[src/rtl/zkr_seed_ctrl_pkg.sv]
// Shared types and constants for the Zkr seed sequencer.
package zkr_seed_ctrl_pkg;

    // OPST encoding as seen by software in seed[31:30]
    typedef enum logic [1:0] {
        BIST = 2'b00,
        WAIT = 2'b01,
        ES16 = 2'b10,
        DEAD = 2'b11
    } opst_t;

    localparam logic [11:0] SEED_CSR_ADR = 12'h015;

    localparam int ZKR_BIST_BITS  = 64;
    localparam int ZKR_RCT_CUTOFF = 32;
    localparam int ZKR_APT_WINDOW = 64;
    localparam int ZKR_APT_LO     = 16;
    localparam int ZKR_APT_HI     = 48;
    localparam int ZKR_WORD_BITS  = 16;

    // Entropy is only ever exposed while OPST is ES16
    function automatic logic [31:0] seed_word(input opst_t st, input logic [15:0] data);
        if (st == ES16) begin
            return {st, 14'b0, data};
        end
        return {st, 30'b0};
    endfunction

endpackage

[src/rtl/zkr_seed_ctrl_health.sv]
// Continuous health tests on the raw entropy stream: repetition count (RCT)
// and adaptive proportion (APT). The fault output is a single-cycle pulse,
// combinational from the bit being tested, so the sequencer can act on the
// same clock edge that samples the offending bit.
module zkr_health_test
    import zkr_seed_ctrl_pkg::*;
#(
    parameter int RCT_CUTOFF = ZKR_RCT_CUTOFF,
    parameter int APT_WINDOW = ZKR_APT_WINDOW,
    parameter int APT_LO     = ZKR_APT_LO,
    parameter int APT_HI     = ZKR_APT_HI
) (
    input  logic clk,
    input  logic reset,
    input  logic i_bit,
    input  logic i_valid,
    input  logic i_hold,
    output logic o_fault
);

    localparam int RUN_W = $clog2(RCT_CUTOFF + 1);
    localparam int WIN_W = $clog2(APT_WINDOW + 1);

    logic [RUN_W-1:0] r_run_cnt;
    logic             r_last_bit;
    logic [WIN_W-1:0] r_win_cnt;
    logic [WIN_W-1:0] r_ones_cnt;

    logic [RUN_W-1:0] w_run_next;
    logic [WIN_W-1:0] w_ones_next;
    logic             w_active;
    logic             w_win_end;
    logic             w_rct_fault;
    logic             w_apt_fault;

    // Next-count computation; both counters saturate instead of wrapping
    always_comb begin
        w_active = i_valid && !i_hold;

        // A zero run count means no bit has been seen since reset
        if ((r_run_cnt == '0) || (i_bit != r_last_bit)) begin
            w_run_next = RUN_W'(1);
        end else if (r_run_cnt == RUN_W'(RCT_CUTOFF)) begin
            w_run_next = r_run_cnt;
        end else begin
            w_run_next = r_run_cnt + RUN_W'(1);
        end

        if (r_ones_cnt == WIN_W'(APT_WINDOW)) begin
            w_ones_next = r_ones_cnt;
        end else begin
            w_ones_next = r_ones_cnt + WIN_W'(i_bit);
        end

        w_win_end   = (r_win_cnt == WIN_W'(APT_WINDOW - 1));
        // Only the transition onto the cutoff flags, keeping the fault a pulse
        w_rct_fault = (w_run_next == RUN_W'(RCT_CUTOFF)) && (r_run_cnt != RUN_W'(RCT_CUTOFF));
        w_apt_fault = w_win_end &&
                      ((w_ones_next < WIN_W'(APT_LO)) || (w_ones_next > WIN_W'(APT_HI)));
        o_fault     = w_active && (w_rct_fault || w_apt_fault);
    end

    // Counter state advances only on tested bits; hold freezes everything
    always_ff @(posedge clk or negedge reset) begin
        if (!reset) begin
            r_run_cnt  <= '0;
            r_last_bit <= 1'b0;
            r_win_cnt  <= '0;
            r_ones_cnt <= '0;
        end else if (w_active) begin
            r_run_cnt  <= w_run_next;
            r_last_bit <= i_bit;
            if (w_win_end) begin
                r_win_cnt  <= '0;
                r_ones_cnt <= '0;
            end else begin
                r_win_cnt  <= r_win_cnt + WIN_W'(1);
                r_ones_cnt <= w_ones_next;
            end
        end
    end

endmodule

[src/rtl/zkr_seed_ctrl.sv]
// Zkr seed CSR sequencer: entropy-source enable, power-on self test,
// 16-bit entropy packing and seed-CSR read service with OPST status.
//
//  state | meaning
//  BIST  | power-on self test; 64 healthy bits required, none issued
//  WAIT  | gathering 16 fresh bits into the shift register
//  ES16  | seed word ready; source disabled until software reads it
//  DEAD  | health test failed; sticky until reset
module zkr_seed_ctrl
    import zkr_seed_ctrl_pkg::*;
#(
    parameter int BIST_BITS  = ZKR_BIST_BITS,
    parameter int RCT_CUTOFF = ZKR_RCT_CUTOFF,
    parameter int APT_WINDOW = ZKR_APT_WINDOW,
    parameter int APT_LO     = ZKR_APT_LO,
    parameter int APT_HI     = ZKR_APT_HI
) (
    input  logic        clk,
    input  logic        reset,
    input  logic        EsBitI,
    input  logic        EsValidI,
    output logic        EsEnableO,
    input  logic        SeedReadM,
    output logic [31:0] SeedReadValM,
    output logic        HealthFaultO
);

    localparam int BIST_CNT_W = $clog2(BIST_BITS + 1);
    localparam int BIT_CNT_W  = $clog2(ZKR_WORD_BITS + 1);

    opst_t                 r_state;
    logic [15:0]           r_shreg;
    logic [BIT_CNT_W-1:0]  r_bit_cnt;
    logic [BIST_CNT_W-1:0] r_bist_cnt;
    logic                  r_es_enable;
    logic                  r_health_fault;

    logic                  w_hold;
    logic                  w_sample;
    logic                  w_fault;
    logic [15:0]           w_shreg_next;
    logic [BIT_CNT_W-1:0]  w_bit_cnt_next;

    // Sampling and health testing are live only while collecting bits
    always_comb begin
        w_hold         = !((r_state == BIST) || (r_state == WAIT));
        w_sample       = EsValidI && !w_hold;
        w_shreg_next   = {r_shreg[14:0], EsBitI};
        w_bit_cnt_next = (r_bit_cnt == BIT_CNT_W'(ZKR_WORD_BITS)) ? r_bit_cnt
                                                                  : r_bit_cnt + BIT_CNT_W'(1);
    end

    zkr_health_test #(
        .RCT_CUTOFF (RCT_CUTOFF),
        .APT_WINDOW (APT_WINDOW),
        .APT_LO     (APT_LO),
        .APT_HI     (APT_HI)
    ) u_health (
        .clk     (clk),
        .reset   (reset),
        .i_bit   (EsBitI),
        .i_valid (EsValidI),
        .i_hold  (w_hold),
        .o_fault (w_fault)
    );

    // Sequencer FSM with registered enable and fault outputs
    always_ff @(posedge clk or negedge reset) begin
        if (!reset) begin
            r_state        <= BIST;
            r_shreg        <= '0;
            r_bit_cnt      <= '0;
            r_bist_cnt     <= '0;
            r_es_enable    <= 1'b1;
            r_health_fault <= 1'b0;
        end else begin
            case (r_state)
                BIST: begin
                    if (w_sample) begin
                        if (w_fault) begin
                            r_state        <= DEAD;
                            r_es_enable    <= 1'b0;
                            r_health_fault <= 1'b1;
                        end else if (r_bist_cnt == BIST_CNT_W'(BIST_BITS - 1)) begin
                            // Self-test bits are discarded, never issued
                            r_state   <= WAIT;
                            r_shreg   <= '0;
                            r_bit_cnt <= '0;
                        end else begin
                            r_shreg    <= w_shreg_next;
                            r_bit_cnt  <= w_bit_cnt_next;
                            r_bist_cnt <= r_bist_cnt + BIST_CNT_W'(1);
                        end
                    end
                end
                WAIT: begin
                    // Re-enable lags entry into WAIT by one cycle
                    r_es_enable <= 1'b1;
                    if (w_sample) begin
                        if (w_fault) begin
                            r_state        <= DEAD;
                            r_es_enable    <= 1'b0;
                            r_health_fault <= 1'b1;
                        end else begin
                            r_shreg   <= w_shreg_next;
                            r_bit_cnt <= w_bit_cnt_next;
                            if (r_bit_cnt == BIT_CNT_W'(ZKR_WORD_BITS - 1)) begin
                                r_state     <= ES16;
                                r_es_enable <= 1'b0;
                            end
                        end
                    end
                end
                ES16: begin
                    r_es_enable <= 1'b0;
                    // Wipe consumed entropy so it can never be read twice
                    if (SeedReadM) begin
                        r_state   <= WAIT;
                        r_shreg   <= '0;
                        r_bit_cnt <= '0;
                    end
                end
                DEAD: begin
                    r_es_enable    <= 1'b0;
                    r_health_fault <= 1'b1;
                end
            endcase
        end
    end

    // Read data depends on state only, so a read sees it in its own cycle
    always_comb begin
        SeedReadValM = seed_word(r_state, r_shreg);
        EsEnableO    = r_es_enable;
        HealthFaultO = r_health_fault;
    end

endmodule
[config.mk]
export PLATFORM = sky130hd
export DESIGN_NAME = zkr_seed_ctrl
export DESIGN_NICKNAME = d
export VERILOG_FILES = /design/src/rtl/zkr_seed_ctrl_pkg.sv /design/src/rtl/zkr_seed_ctrl_health.sv /design/src/rtl/zkr_seed_ctrl.sv
export SDC_FILE = /design/constraint.sdc
export NUM_CORES = 1
export LEC_CHECK = 0
export ABC_AREA = 1
export CORE_MARGIN = 4
export CORE_UTILIZATION = 42
export DETAILED_ROUTE_END_ITERATION = 16
export MAX_ROUTING_LAYER = met4
export PLACE_DENSITY_LB_ADDON = 0.3
export REMOVE_ABC_BUFFERS = 1
export SLEW_MARGIN = 20
export SYNTH_ARGS = -nofsm -noshare
export SYNTH_HDL_FRONTEND = slang
export SYNTH_SLANG_ARGS = --single-unit
[constraint.sdc]
create_clock -name clk -period 5.45 [get_ports clk]
set_input_delay 1.09 -clock clk [delete_from_list [all_inputs] [get_ports clk]]
set_output_delay 1.09 -clock clk [all_outputs]
set_load 0.02 [all_outputs]
==> results_dict.tcl <==
set metrics [dict create \
    synthCells 422 \
    grt_pass1_vias 2454 \
    place_hpwl_um 4295 \
    fin_area_um2 3571 \
    combPwrFrac_pct 48.3 \
    status "finished clean" \
    r2r_cells 8 \
    yosysSeqAreaShare_pct 40.95 \
    power.density_nw_per_um2 484.2 \
    cp-startpoint "r_state[0]" \
    initial_utilization_pct 43.99 \
    core_um2 7370 \
    clkTransAtPathRegs_ns 0.10 \
    finalClockSkew_ns 0.01111 \
    worst_pin_slew_ns 0.8269 \
    reg2reg_to "u_health.r_ones_cnt[2]" \
    numCtsBuffers 5 \
    final_cell_mix "nand2_1, inv_1, dfrtp_1" \
    crit_type "flop to output port" \
    rsz0062_at_grt "no" \
    viasPerCell 4.726 \
    finalCritPeriodShare_pct 60.54 \
    cts_resized 0 \
    p_sw_uw 788.7 \
    grt_pass1_wl_um 10420 \
    crit_arrival_ns 2.21 \
    r2r_start "r_state[0]" \
    hold_viol 0 \
    ir_drop_mv 0.2981 \
    vias 2557 \
    antenna_found_initial 0 \
    synth_cell_types 37 \
    grt_usage_pct 14.55 \
    layout_commonest_cell "nand2_1" \
    drive_gt1_share_pct 8.371 \
    wire_per_inst_um 10.87 \
    pin_count 39 \
    ys_warn_count 0 \
    place_inst 534 \
    clkPwrFrac_pct 15.3 \
    dieArea_um2 9188 \
    setup_tns_ns 0 \
    cts_setup_buffers 0 \
    clock-root-buffer "clkbuf_8" \
    period_needed_ns 3.300 \
    cp-end-kind "output port" \
    required_ns 4.36 \
    power_uw 1729 \
    die-width_um 95.86 \
    avgSynthCellArea_um2 7.682 \
    drt_iter0_drc 148 \
    ff2ff_setup_slack_ns 2.87 \
    finalSetupViolations 0 \
    ctsHoldBuffers 0 \
    slew_headroom_pct 44.81 \
    finalWirelength_um 5880 \
    drv_slew 0 \
    nNetsFinal 459 \
    place_congestion 0.8191 \
    dr.pass1.iters 4 \
    syn-cell-area_um2 3242 \
    insertion_delay_ns 0.31 \
    grt-ovfl-total 0 \
    cts_sinks 53 \
    rows 31 \
    area_growth_pct 10.15 \
    final_cells 541 \
    hold_class "flop to flop" \
    layout.filler_cells 736 \
    place_area_um2 3463 \
    crit_fanout 19 \
    fmaxAchievable_ghz 0.3031 \
    endpoint "SeedReadValM[0]" \
    antenna_left 0 \
    critPathLaunchType "flop" \
    grt_start_max_net_pins 54 \
    htree_levels 2 \
    clockBufferDepth 2 \
    maxCapViolCount 0 \
    ys_ff_latch 53 \
    switching_share_pct 45.62 \
    cts_tree "yes" \
    post-route-drc-count 0 \
    p_int_uw 940.3 \
    diodes 0 \
    pwr-share-seq_pct 36.4 \
    fp.dieH_um 95.86 \
    io_buffers 24 \
    leakage_uw 0.001756 \
]
## critical path, stage by stage (launching register included)
cell and delay [ns]:
dfrtp_1 0.43, inv_1 0.09, ha_1 0.57, nand2_1 0.12, inv_1 0.08, clkdlybuf4s50_1 0.60
## per-stage QoR
stage                     hold WS [ns]  util [%]  setup WS [ns]
after floorplan                 0.4591         -          2.842
after global placement          0.4728     46.99          2.017
after detailed placement        0.4794     46.99          1.949
after CTS                       0.5041     48.46          2.107
after global routing            0.5259     48.46          1.968
final                           0.5015     48.46          2.150
## power groups by stage
stage	logic, uW	clock network (uW)	registers [uW]
6_report	835	265	629
5_1_grt	961	288	652
3_5_place_dp	838	0	637
4_1_cts	843	273	630
3_3_place_gp	821	0	631
2_1_floorplan	649	0	623
## synth_stat cells
cell	number	share of area, %
nand2_1	129	15
inv_1	56	6.5
dfrtp_1	52	40
nor2_1	26	3.0
nand3_1	20	3.1
o21ai_1	15	2.3
buf_4	14	3.2
ha_1	12	4.6
o21ai_0	11	1.7
o21ai_2	11	3.0
nor3_1	9	1.4
o22ai_1	9	1.7
xor2_1	7	1.9
a21oi_1	6	0.93
inv_2	5	0.58
nand4_1	4	0.77
buf_6	3	1.0
clkbuf_1	3	0.35
nand2_2	3	0.58
xnor2_1	3	0.81
buf_2	2	0.31
buf_8	2	0.93
nand2_8	2	1.2
nor3b_1	2	0.46
o211ai_1	2	0.46
o21a_1	2	0.46
or2_2	2	0.39
a21boi_1	1	0.23
buf_1	1	0.12
conb_1	1	0.12
dfstp_2	1	0.81
nand2_4	1	0.35
nand3_4	1	0.54
nand3b_1	1	0.23
nor2_2	1	0.19
nor2_4	1	0.35
o21bai_1	1	0.23
## worst min-delay path by stage
stage                             from           end  slack, ns  cells after the start
after floorplan            r_shreg[15]   r_shreg[15]       0.46                      2
after global placement     r_shreg[15]   r_shreg[15]       0.47                      2
after detailed placement   r_shreg[15]   r_shreg[15]       0.48                      2
after CTS                  r_shreg[15]   r_shreg[15]       0.50                      2
after global routing      HealthFaultO  HealthFaultO       0.53                      1
final                      r_shreg[15]   r_shreg[15]       0.50                      2
## area by class of cell
class	count	area [um^2]	share of cell area, %
inverters	61	229.0	6.412
clock buffers	5	68.82	1.927
well taps	99	123.9	3.469
flip-flops and latches	53	1328	37.18
multi-input cells	296	1540	43.13
clock inverters	2	38.79	1.086
repair buffers	25	242.7	6.797
## flip-flops by register name (all words and copies together), names as in the netlist
register and flops:
u_health.r_last_bit 1, EsEnableO 1, u_health.r_win_cnt 7, u_health.r_ones_cnt 7
HealthFaultO 1, u_health.r_run_cnt 6, r_state 2, r_shreg 16
r_bit_cnt 5, r_bist_cnt 7
## kinds of logic (layout without fill, tap and decap cells)
logic type                 Yosys count  in the layout  synth area share, %
adders and majority gates           12             12                4.631
buffers and inverters               86             93                13.04
xor gates and xnor gates            10             10                2.702
other                                1             14               0.1157
AOI/OAI and AO/OA                   58             58                11.04
DFF                                 53             53                40.95
and+or+nand+nor                    202            202                27.52
## per-layer routing
metal	wire, um	share of wire (%)	vias to the layer above	global-route usage [%]
met5	0	0	-	-
met4	75	1.3	0	4.502
met3	259	4.4	7	3.127
met2	2809	48	42	23.86
met1	2735	47	1165	18.03
li1	-	-	1343	-
(Power assumes the default switching activity.)
